--- src/rtl/multicycle_control.sv ---
// rtl/multicycle_control.sv - main sequencing FSM for the multi-cycle RV32I core
module multicycle_control (
    input  logic        clk,
    input  logic        rst_n,
    input  logic [31:0] instr,
    input  logic        mem_ready,
    input  logic        branch_cond,
    output logic [2:0]  ImmSrc,
    output logic        ir_write,
    output logic        pc_write,
    output logic        reg_write,
    output logic        pc_src,
    output logic        mem_req,
    output logic        mem_we,
    output logic        adr_src,
    output logic [1:0]  alu_src_a,
    output logic [1:0]  alu_src_b,
    output logic [1:0]  alu_op,
    output logic [1:0]  result_src,
    output logic        retire,
    output logic        illegal,
    output logic [3:0]  state
);

    typedef enum logic [3:0] {
        S_FETCH    = 4'd0,
        S_DECODE   = 4'd1,
        S_MEMADR   = 4'd2,
        S_MEMREAD  = 4'd3,
        S_MEMWB    = 4'd4,
        S_MEMWRITE = 4'd5,
        S_EXECR    = 4'd6,
        S_EXECI    = 4'd7,
        S_ALUWB    = 4'd8,
        S_BRANCH   = 4'd9,
        S_JAL      = 4'd10,
        S_JALR     = 4'd11,
        S_LUI      = 4'd12,
        S_AUIPC    = 4'd13,
        S_TRAP     = 4'd14
    } state_t;

    state_t     r_state;
    state_t     w_next;
    logic [6:0] w_opcode;
    logic       w_is_store;
    logic       w_is_shift;
    logic       w_unused_instr;

    assign w_opcode       = instr[6:0];
    assign w_is_store     = instr[5];
    assign w_is_shift     = (instr[13:12] == 2'b01);
    assign w_unused_instr = ^{instr[31:14], instr[11:7]};

    always_ff @(posedge clk) begin
        if (!rst_n) begin
            r_state <= S_FETCH;
        end else begin
            r_state <= w_next;
        end
    end

    always_comb begin
        w_next = r_state;
        case (r_state)
            S_FETCH:    w_next = mem_ready ? S_DECODE : S_FETCH;
            S_DECODE: begin
                case (w_opcode)
                    7'b0000011, 7'b0100011: w_next = S_MEMADR;
                    7'b0110011:             w_next = S_EXECR;
                    7'b0010011:             w_next = S_EXECI;
                    7'b1100011:             w_next = S_BRANCH;
                    7'b1101111:             w_next = S_JAL;
                    7'b1100111:             w_next = S_JALR;
                    7'b0110111:             w_next = S_LUI;
                    7'b0010111:             w_next = S_AUIPC;
                    default:                w_next = S_TRAP;
                endcase
            end
            S_MEMADR:   w_next = w_is_store ? S_MEMWRITE : S_MEMREAD;
            S_MEMREAD:  w_next = mem_ready ? S_MEMWB : S_MEMREAD;
            S_MEMWB:    w_next = S_FETCH;
            S_MEMWRITE: w_next = mem_ready ? S_FETCH : S_MEMWRITE;
            S_EXECR:    w_next = S_ALUWB;
            S_EXECI:    w_next = S_ALUWB;
            S_ALUWB:    w_next = S_FETCH;
            S_BRANCH:   w_next = S_FETCH;
            S_JAL:      w_next = S_FETCH;
            S_JALR:     w_next = S_FETCH;
            S_LUI:      w_next = S_FETCH;
            S_AUIPC:    w_next = S_FETCH;
            S_TRAP:     w_next = S_TRAP;
            default:    w_next = S_FETCH;
        endcase
    end

    // Held reset gates every strobe so an in-flight memory request drops immediately.
    always_comb begin
        ImmSrc     = 3'b000;
        ir_write   = 1'b0;
        pc_write   = 1'b0;
        reg_write  = 1'b0;
        pc_src     = 1'b0;
        mem_req    = 1'b0;
        mem_we     = 1'b0;
        adr_src    = 1'b0;
        alu_src_a  = 2'b00;
        alu_src_b  = 2'b00;
        alu_op     = 2'b00;
        result_src = 2'b00;
        retire     = 1'b0;
        if (rst_n) begin
            case (r_state)
                S_FETCH: begin
                    mem_req   = 1'b1;
                    alu_src_b = 2'b10;
                    ir_write  = mem_ready;
                    pc_write  = mem_ready;
                end
                S_DECODE: begin
                    ImmSrc    = 3'b010;
                    alu_src_a = 2'b01;
                    alu_src_b = 2'b01;
                end
                S_MEMADR: begin
                    ImmSrc    = w_is_store ? 3'b001 : 3'b000;
                    alu_src_a = 2'b10;
                    alu_src_b = 2'b01;
                end
                S_MEMREAD: begin
                    mem_req = 1'b1;
                    adr_src = 1'b1;
                end
                S_MEMWB: begin
                    reg_write  = 1'b1;
                    result_src = 2'b01;
                    retire     = 1'b1;
                end
                S_MEMWRITE: begin
                    mem_req = 1'b1;
                    mem_we  = 1'b1;
                    adr_src = 1'b1;
                    retire  = mem_ready;
                end
                S_EXECR: begin
                    alu_src_a = 2'b10;
                    alu_op    = 2'b10;
                end
                S_EXECI: begin
                    ImmSrc    = w_is_shift ? 3'b101 : 3'b000;
                    alu_src_a = 2'b10;
                    alu_src_b = 2'b01;
                    alu_op    = 2'b10;
                end
                S_ALUWB: begin
                    reg_write = 1'b1;
                    retire    = 1'b1;
                end
                S_BRANCH: begin
                    alu_src_a = 2'b10;
                    alu_op    = 2'b01;
                    pc_write  = branch_cond;
                    pc_src    = 1'b1;
                    retire    = 1'b1;
                end
                S_JAL: begin
                    ImmSrc     = 3'b100;
                    alu_src_a  = 2'b01;
                    alu_src_b  = 2'b01;
                    pc_write   = 1'b1;
                    reg_write  = 1'b1;
                    result_src = 2'b11;
                    retire     = 1'b1;
                end
                S_JALR: begin
                    alu_src_a  = 2'b10;
                    alu_src_b  = 2'b01;
                    pc_write   = 1'b1;
                    reg_write  = 1'b1;
                    result_src = 2'b11;
                    retire     = 1'b1;
                end
                S_LUI: begin
                    ImmSrc     = 3'b011;
                    alu_src_b  = 2'b01;
                    alu_op     = 2'b11;
                    reg_write  = 1'b1;
                    result_src = 2'b10;
                    retire     = 1'b1;
                end
                S_AUIPC: begin
                    ImmSrc     = 3'b011;
                    alu_src_a  = 2'b01;
                    alu_src_b  = 2'b01;
                    reg_write  = 1'b1;
                    result_src = 2'b10;
                    retire     = 1'b1;
                end
                default: begin
                end
            endcase
        end
    end

    assign illegal = (r_state == S_TRAP);
    assign state   = r_state;

endmodule

--- config.mk ---
export PLATFORM = sky130hd
export DESIGN_NAME = multicycle_control
export DESIGN_NICKNAME = d
export VERILOG_FILES = /design/src/rtl/multicycle_control.sv
export SDC_FILE = /design/constraint.sdc
export NUM_CORES = 1
export LEC_CHECK = 0
export BUFFER_PORTS_ARGS = -buffer_cell sky130_fd_sc_hd__buf_4
export CAP_MARGIN = 20
export CORE_MARGIN = 2
export CORE_UTILIZATION = 38
export CTS_BUF_LIST = sky130_fd_sc_hd__clkbuf_8
export DETAILED_ROUTE_END_ITERATION = 7
export HOLD_SLACK_MARGIN = 0.15
export PLACE_DENSITY = 0.81
export SLEW_MARGIN = 20
export SYNTH_ARGS = -nofsm -noshare
export SYNTH_HDL_FRONTEND = slang
export SYNTH_SLANG_ARGS = --single-unit
--- constraint.sdc ---
create_clock -name clk -period 2 [get_ports clk]
set_clock_uncertainty 0.2 [all_clocks]
set_input_delay 0.5 -clock clk [delete_from_list [all_inputs] [get_ports clk]]
set_output_delay 0.5 -clock clk [all_outputs]
set_load 0.005 [all_outputs]
==> results.yml, run 1 <==
run_status:
  outcome: "finished, violations left"
  failed_checks: "setup timing"
timing:
  relSlewSlack_pct: 78.2
  worst_slack_ns: -0.0826
  min_period_over_period_pct: 104
  grt_setup_unrepaired: "true"
  tightest_slew_ns: 0.326
  final_hold_viol_count: 0
  slew_viol_final: 0
  setup_viol: 6
  min_period_ns: 2.08
  fmax_mhz: 480
pwr:
  irDropWorstVdd_uv: 557
  internal_power_mw: 0.580
  p_leak_nw: 0.573
  clockPowerShare_pct: 17.5
  finalPower_mw: 0.940
  switching_power_mw: 0.359
  swShare_pct: 38.3
  share_comb_of_total_power_pct: 66.2
  p_seq_share_pct: 16.3
  power.density_nw_per_um2: 785
synthesis:
  yosysUniqueCellTypes: 39
  syn-cell-area_um2: 671
  yosysTopAreaCell: "dfxtp_1"
  synthSimpleGateAreaFrac_pct: 42.0
  synthMuxAreaShare_pct: 4.48
  async_flop_share_pct: 0
  synth_top_family_by_area: "simple AND/OR/NAND/NOR gates"
  synth_seq_cells: 4
  yosysWarningCount: 0
  syn-num-nets: 141
  synth-main-ff-cell: "dfxtp_1"
  ys_seq_area_share_pct: 11.9
  synth_compound_area_share_pct: 30.0
  synth_xor_area_share_pct: 1.31
  synthTopCellsByArea: "dfxtp_1 12%, a21oi_1 7.5%, nor2_1 6.7%"
  yosys.area_share.adder_pct: 0
  avgSynthCellArea_um2: 6.39
  synth_edf_count: 0
  synth_commonest_cells: "12 x nor2_1, 11 x nand2_1, 10 x a21oi_1"
  post-synth-top-count-cell: "nor2_1"
  yosysTopAreaCellShare_pct: 11.9
  syn_inst: 105
floorplan:
  core_area_um2: 1690
  fp.dieH_um: 46.0
  rows: 15
  die-area_um2: 2120
  io_pins: 60
  start_util_pct: 39.7
  die_width_um: 46.0
placed_design:
  dp_hpwl_um: 1670
  gp_congestion: 0.863
  port_buffers: 36
  pre_cts_ws_ns: -0.0735
global_routing:
  antenna_found_initial: 0
  grtUsageMet1_pct: 27.9
  grt_max_degree: 12
  use_met3_pct: 4.76
  grt_pass1_vias: 820
  use_met2_pct: 40.8
  busiest_layer: "met2"
  grt_pass1_wl_um: 3550
  overflow: 0
  grt_usage_pct: 22.5
worst_hold_path:
  worstHoldPathType: "in2reg"
  whs_path_depth: 3
setup_path:
  cp_max_fo: 8
  cp-end-kind: "primary output"
  cp_cell_sequence: "or3b_1 -> o21ai_1 -> o2bb2ai_1 -> and2_1 -> buf_4"
  critPathKind: "reg2out"
  path_buf_inv: 1
  reg2reg_depth: 7
  worstSetupPathDepth: 5
  worstPathArrival_ns: 1.38
  path_delay_family: "simple AND/OR/NAND/NOR gates"
  cp_slowest_cell: "dfxtp_4"
  crit_required_ns: 1.30
  start_kind: "flop"
  max_stage_delay_ns: 0.37
route:
  vias: 981
  viasPerCell: 5.64
  postRouteAntennaNets: 0
  drt_first_iter_violations: 27
  first_pass_iters: 4
  drc: 0
  wl_um: 2380
  avgRoutedWirePerCell_um: 13.7
finish:
  syn_to_final_growth_pct: 78.4
  nets: 195
  antennaDiodeCount: 0
  layout-drive-gt1-share_pct: 49.7
  largest_reg_flops: 4
clock_network:
  insertion_delay_ns: 0.21
  clock_path_buffers: 2
  htreeDepth: 1
  path_clk_slew_ns: 0.03
  cts_hold_buf: 0
  cts_made_buffers: 3
  cts.sinks: 4
  cts_tree: "done"
  cts-root-buf: "clkbuf_8"
run:
  drv_cap: 0
[worst register-to-register path, delay by kind of cell, from the launching register on]
family	cells	cell delay, ns
buffers and inverters	3	0.40
flip-flops	1	0.35
AND/OR/NAND/NOR	2	0.34
AO/OA/AOI/OAI	2	0.28
[timing repair]
action | CTS | global route
gates resized for setup | 13 | 12
buffers inserted | 7 | 1
setup endpoints to repair | 18 | 11
hold endpoints to repair | 0 | 0
pin swaps | 3 | 5
[logic make-up (layout without fill, tap and decap cells)]
kind of cell	Yosys count	after routing
simple gates	52	52
compound gates	32	32
buf+inv	13	65
flops	4	4
mux	3	3
xor+xnor	1	1
[area by class of cell]
type	count	area, um^2
Clock buffer	3	41.3
Fill cell	144	493
Inverter	5	21.3
Multi-Input combinational cell	88	571
Sequential cell	4	95.1
Tap cell	17	21.3
Timing Repair Buffer	57	447
[cells in the final DEF (no fill, tap or decap), types with 3 or more instances in the layout]
master,Yosys,routed
buf_4,2,52
nor2_1,12,10
nand2_1,11,9
a21oi_1,10,9
buf_6,1,5
inv_1,4,4
dfxtp_4,0,4
nor2_2,1,3
o21ai_1,3,3
and2_1,3,3
nand2b_4,0,3
o21ai_0,3,3
mux2i_1,3,3
and3b_1,3,3
clkbuf_8,0,3
[per-stage QoR]
stage               cell area (um^2)  setup TNS [ns]  cells  hold slack (ns)  util, %
detailed placement              1010         -0.0735    163            0.609     59.8
CTS                             1150          -0.117    173            0.410     67.9
finish                          1200          -0.168    174            0.419     70.8
global route                    1200          -0.542    174            0.426     70.8
global placement                1010         -0.0502    163            0.591     59.8
floorplan                        671               0    105            0.485        -
[path summary, 6_finish.rpt]
kind                  from        end  slack [ns]
setup / recovery  state[2]  ImmSrc[0]       -0.08
hold / removal    instr[2]   state[3]        0.42
setup reg to reg  state[0]   state[0]        0.29
hold reg to reg   state[1]   state[1]        0.54
[routing by layer]
metal	vias up	part of all wire (%)
met4	0	0
met2	46	52
li1	485	-
met3	0	7.1
met1	450	41
met5	-	0
[power groups by stage]
stage                     sequential, mW  combinational (mW)  clock (mW)
after floorplan                    0.114               0.302           0
after global placement             0.150               0.469           0
after detailed placement           0.152               0.481           0
after CTS                          0.146               0.571       0.170
after global routing               0.157               0.672       0.183
final                              0.153               0.622       0.164
No activity file was read; power rests on OpenSTA's default activity.
==> run 2: changes to the inputs <==
--- a/config.mk
+++ b/config.mk
@@ -9,4 +9,3 @@
 export CAP_MARGIN = 20
-export CORE_MARGIN = 2
-export CORE_UTILIZATION = 38
+export CORE_UTILIZATION = 30
 export CTS_BUF_LIST = sky130_fd_sc_hd__clkbuf_8
@@ -14,3 +13,3 @@
 export HOLD_SLACK_MARGIN = 0.15
-export PLACE_DENSITY = 0.81
+export PLACE_DENSITY = 0.67
 export SLEW_MARGIN = 20
==> constraint.sdc (replaced) <==
create_clock -name clk -period 2 [get_ports clk]
set_clock_uncertainty 0.2 [all_clocks]
set_input_delay 0.1 -clock clk [delete_from_list [all_inputs] [get_ports clk]]
set_output_delay 0.1 -clock clk [all_outputs]
set_load 0.005 [all_outputs]
==> run 2 against run 1 <==
  * The flow now finishes without violations
  * Global-route usage is 3.3 points lower
  * Final area is 11% lower
  * Hold slack worse by 0.26 ns
  * Utilization is 18 points lower
  * First-iteration DRC count is 63% lower
  * Worst setup slack better by 0.21 ns
  * Count of clock-buffer cells in the layout stayed put
  * Largest power group unchanged
  * Routed wire length is 8.4% lower
==> results.yml, run 2 (same netlist as run 1, synthesis figures left out) <==
global_routing:
  grt_pass1_wl_um: 3590
  grt_pass1_vias: 809
  overflow: 0
  antenna_found_initial: 0
  grt_max_degree: 24
  grt_usage_pct: 19.2
pwr:
  internal_power_mw: 0.450
  finalPower_mw: 0.758
  p_seq_share_pct: 23.1
  irDropWorstVdd_uv: 398
  p_leak_nw: 0.493
  switching_power_mw: 0.308
  clockPowerShare_pct: 22.7
  swShare_pct: 40.6
  power.density_nw_per_um2: 712
  share_comb_of_total_power_pct: 54.2
timing:
  slew_viol_final: 0
  final_hold_viol_count: 0
  grt_setup_unrepaired: "false"
  relSlewSlack_pct: 71.0
  setup_viol: 0
  min_period_ns: 1.87
  tns_ns: 0
  fmax_mhz: 533
  tightest_slew_ns: 0.434
  min_period_over_period_pct: 93.7
clock_network:
  cts_made_buffers: 3
  post_cts_buffers: 0
  insertion_delay_ns: 0.22
  clock_path_buffers: 2
  path_clk_slew_ns: 0.03
  htreeDepth: 1
  cts-root-buf: "clkbuf_8"
  cts.sinks: 4
  cts_tree: "done"
finish:
  layout_commonest_cell: "buf_4"
  stdcell_count: 173
  layout-drive-gt1-share_pct: 32.2
  syn_to_final_growth_pct: 58.8
  nets: 184
  antennaDiodeCount: 0
  final_cell_mix: "38 x buf_4, 12 x nor2_1, 11 x nand2_1"
  largest_reg_flops: 4
  post-route-cell-area_um2: 1060
floorplan:
  start_util_pct: 33.2
  die-area_um2: 2430
  io_pins: 60
  die_width_um: 49.3
  core_area_um2: 2020
  rows: 16
  fp.dieH_um: 49.3
setup_path:
  cp_slowest_cell: "dlygate4sd3_1"
  r2r_end: "state[0]"
  cp-end-kind: "flop"
  reg2reg_from: "state[1]"
  reg2reg_depth: 4
  crit_required_ns: 1.88
  crit_top_cell: "dlygate4sd3_1"
  worstPathArrival_ns: 1.76
  start_kind: "input port"
  cp_max_fo: 4
  rrSetupSlack_ns: 0.35
  max_stage_delay_ns: 0.56
  cp_cell_sequence: "dlygate4sd3_1 -> buf_4 -> nor3b_1 -> dlygate4sd3_1 -> o211ai_1 -> a21oi_1"
  critPathKind: "in2reg"
worst_hold_path:
  hp-start: "mem_ready"
  worstHoldPathType: "in2reg"
  whs_path_depth: 4
  min_to: "state[1]"
placed_design:
  port_buffers: 36
  dpl_cell_area_um2: 940
  gp_congestion: 0.888
  dp_hpwl_um: 1520
  dp_cells: 162
route:
  avgRoutedWirePerCell_um: 12.6
  drc: 0
  first_pass_iters: 4
  wl_um: 2180
  viasPerCell: 5.20
  vias: 899
  postRouteAntennaNets: 0
  drt_first_iter_violations: 10
run:
  drv_cap: 0
run_status:
  outcome: "completed"
## run 2: cell count changes in the layout (fill, tap and decap cells not counted), moves of 3 or more
| cell | previous run | this run |
|---|---|---|
| nand2b_4 | 3 | 0 |
| dlygate4sd3_1 | 0 | 8 |
| buf_4 | 52 | 38 |
| nand2b_1 | 2 | 5 |
| dfxtp_2 | 0 | 3 |
| dfxtp_4 | 4 | 0 |
| buf_6 | 5 | 0 |
## run 2: timing repair
| action | 4_1_cts | 5_1_grt |
|---|---|---|
| resized for setup | 1 | 2 |
| hold buffers | 8 | 0 |
| setup endpoints to repair | 3 | 6 |
| hold endpoints to repair | 4 | 0 |
## run 2: how the worst max path moves through the flow
stage,startpoint,slack [ns],cells past startpoint,endpoint
final,instr[4],0.13,6,state[0]
after global routing,state[1],0.004,6,mem_req
after CTS,state[0],0.07,4,mem_req
after detailed placement,state[2],0.22,4,alu_src_b[0]
after global placement,state[2],0.24,5,ImmSrc[0]
after floorplan,state[0],0.60,5,ImmSrc[0]
## run 2: cell type report
cell class	count	area (um^2)
inverter	5	18.8
multi-input combinational	88	522
timing repair buffer	46	365
sequential	4	83.8
fill	196	957
clock buffer	3	41.3
tap	27	33.8
## run 2: per-layer routing
metal | track usage (%) | vias to the layer above | part of all wire, %
li1 | - | 456 | -
met1 | 22.1 | 409 | 43
met2 | 34.2 | 29 | 51
met3 | 1.87 | 5 | 4.5
met4 | 10.3 | 0 | 1.8
met5 | 0 | - | 0
## run 2: critical path, delay by kind of cell
kind / cells / cell delay, ns
buf+inv: 3 / 1.23
compound gates: 2 / 0.30
simple gates: 1 / 0.12
## run 2: power groups by stage
| stage | logic (mW) | clock network (mW) | registers, mW |
|---|---|---|---|
| floorplan | 0.302 | 0 | 0.114 |
| global placement | 0.391 | 0 | 0.172 |
| detailed placement | 0.395 | 0 | 0.174 |
| CTS | 0.409 | 0.175 | 0.174 |
| global route | 0.458 | 0.180 | 0.187 |
| finish | 0.411 | 0.172 | 0.175 |
## run 2: metrics by stage
| step | hold WS [ns] | setup WS (ns) | util [%] |
|---|---|---|---|
| finish | 0.156 | 0.125 | 52.7 |
| global route | 0.192 | 0.00406 | 52.7 |
| CTS | 0.151 | 0.0696 | 52.5 |
| global placement | 0.236 | 0.235 | 46.5 |
| detailed placement | 0.220 | 0.220 | 46.5 |
| floorplan | 0.0851 | 0.598 | - |
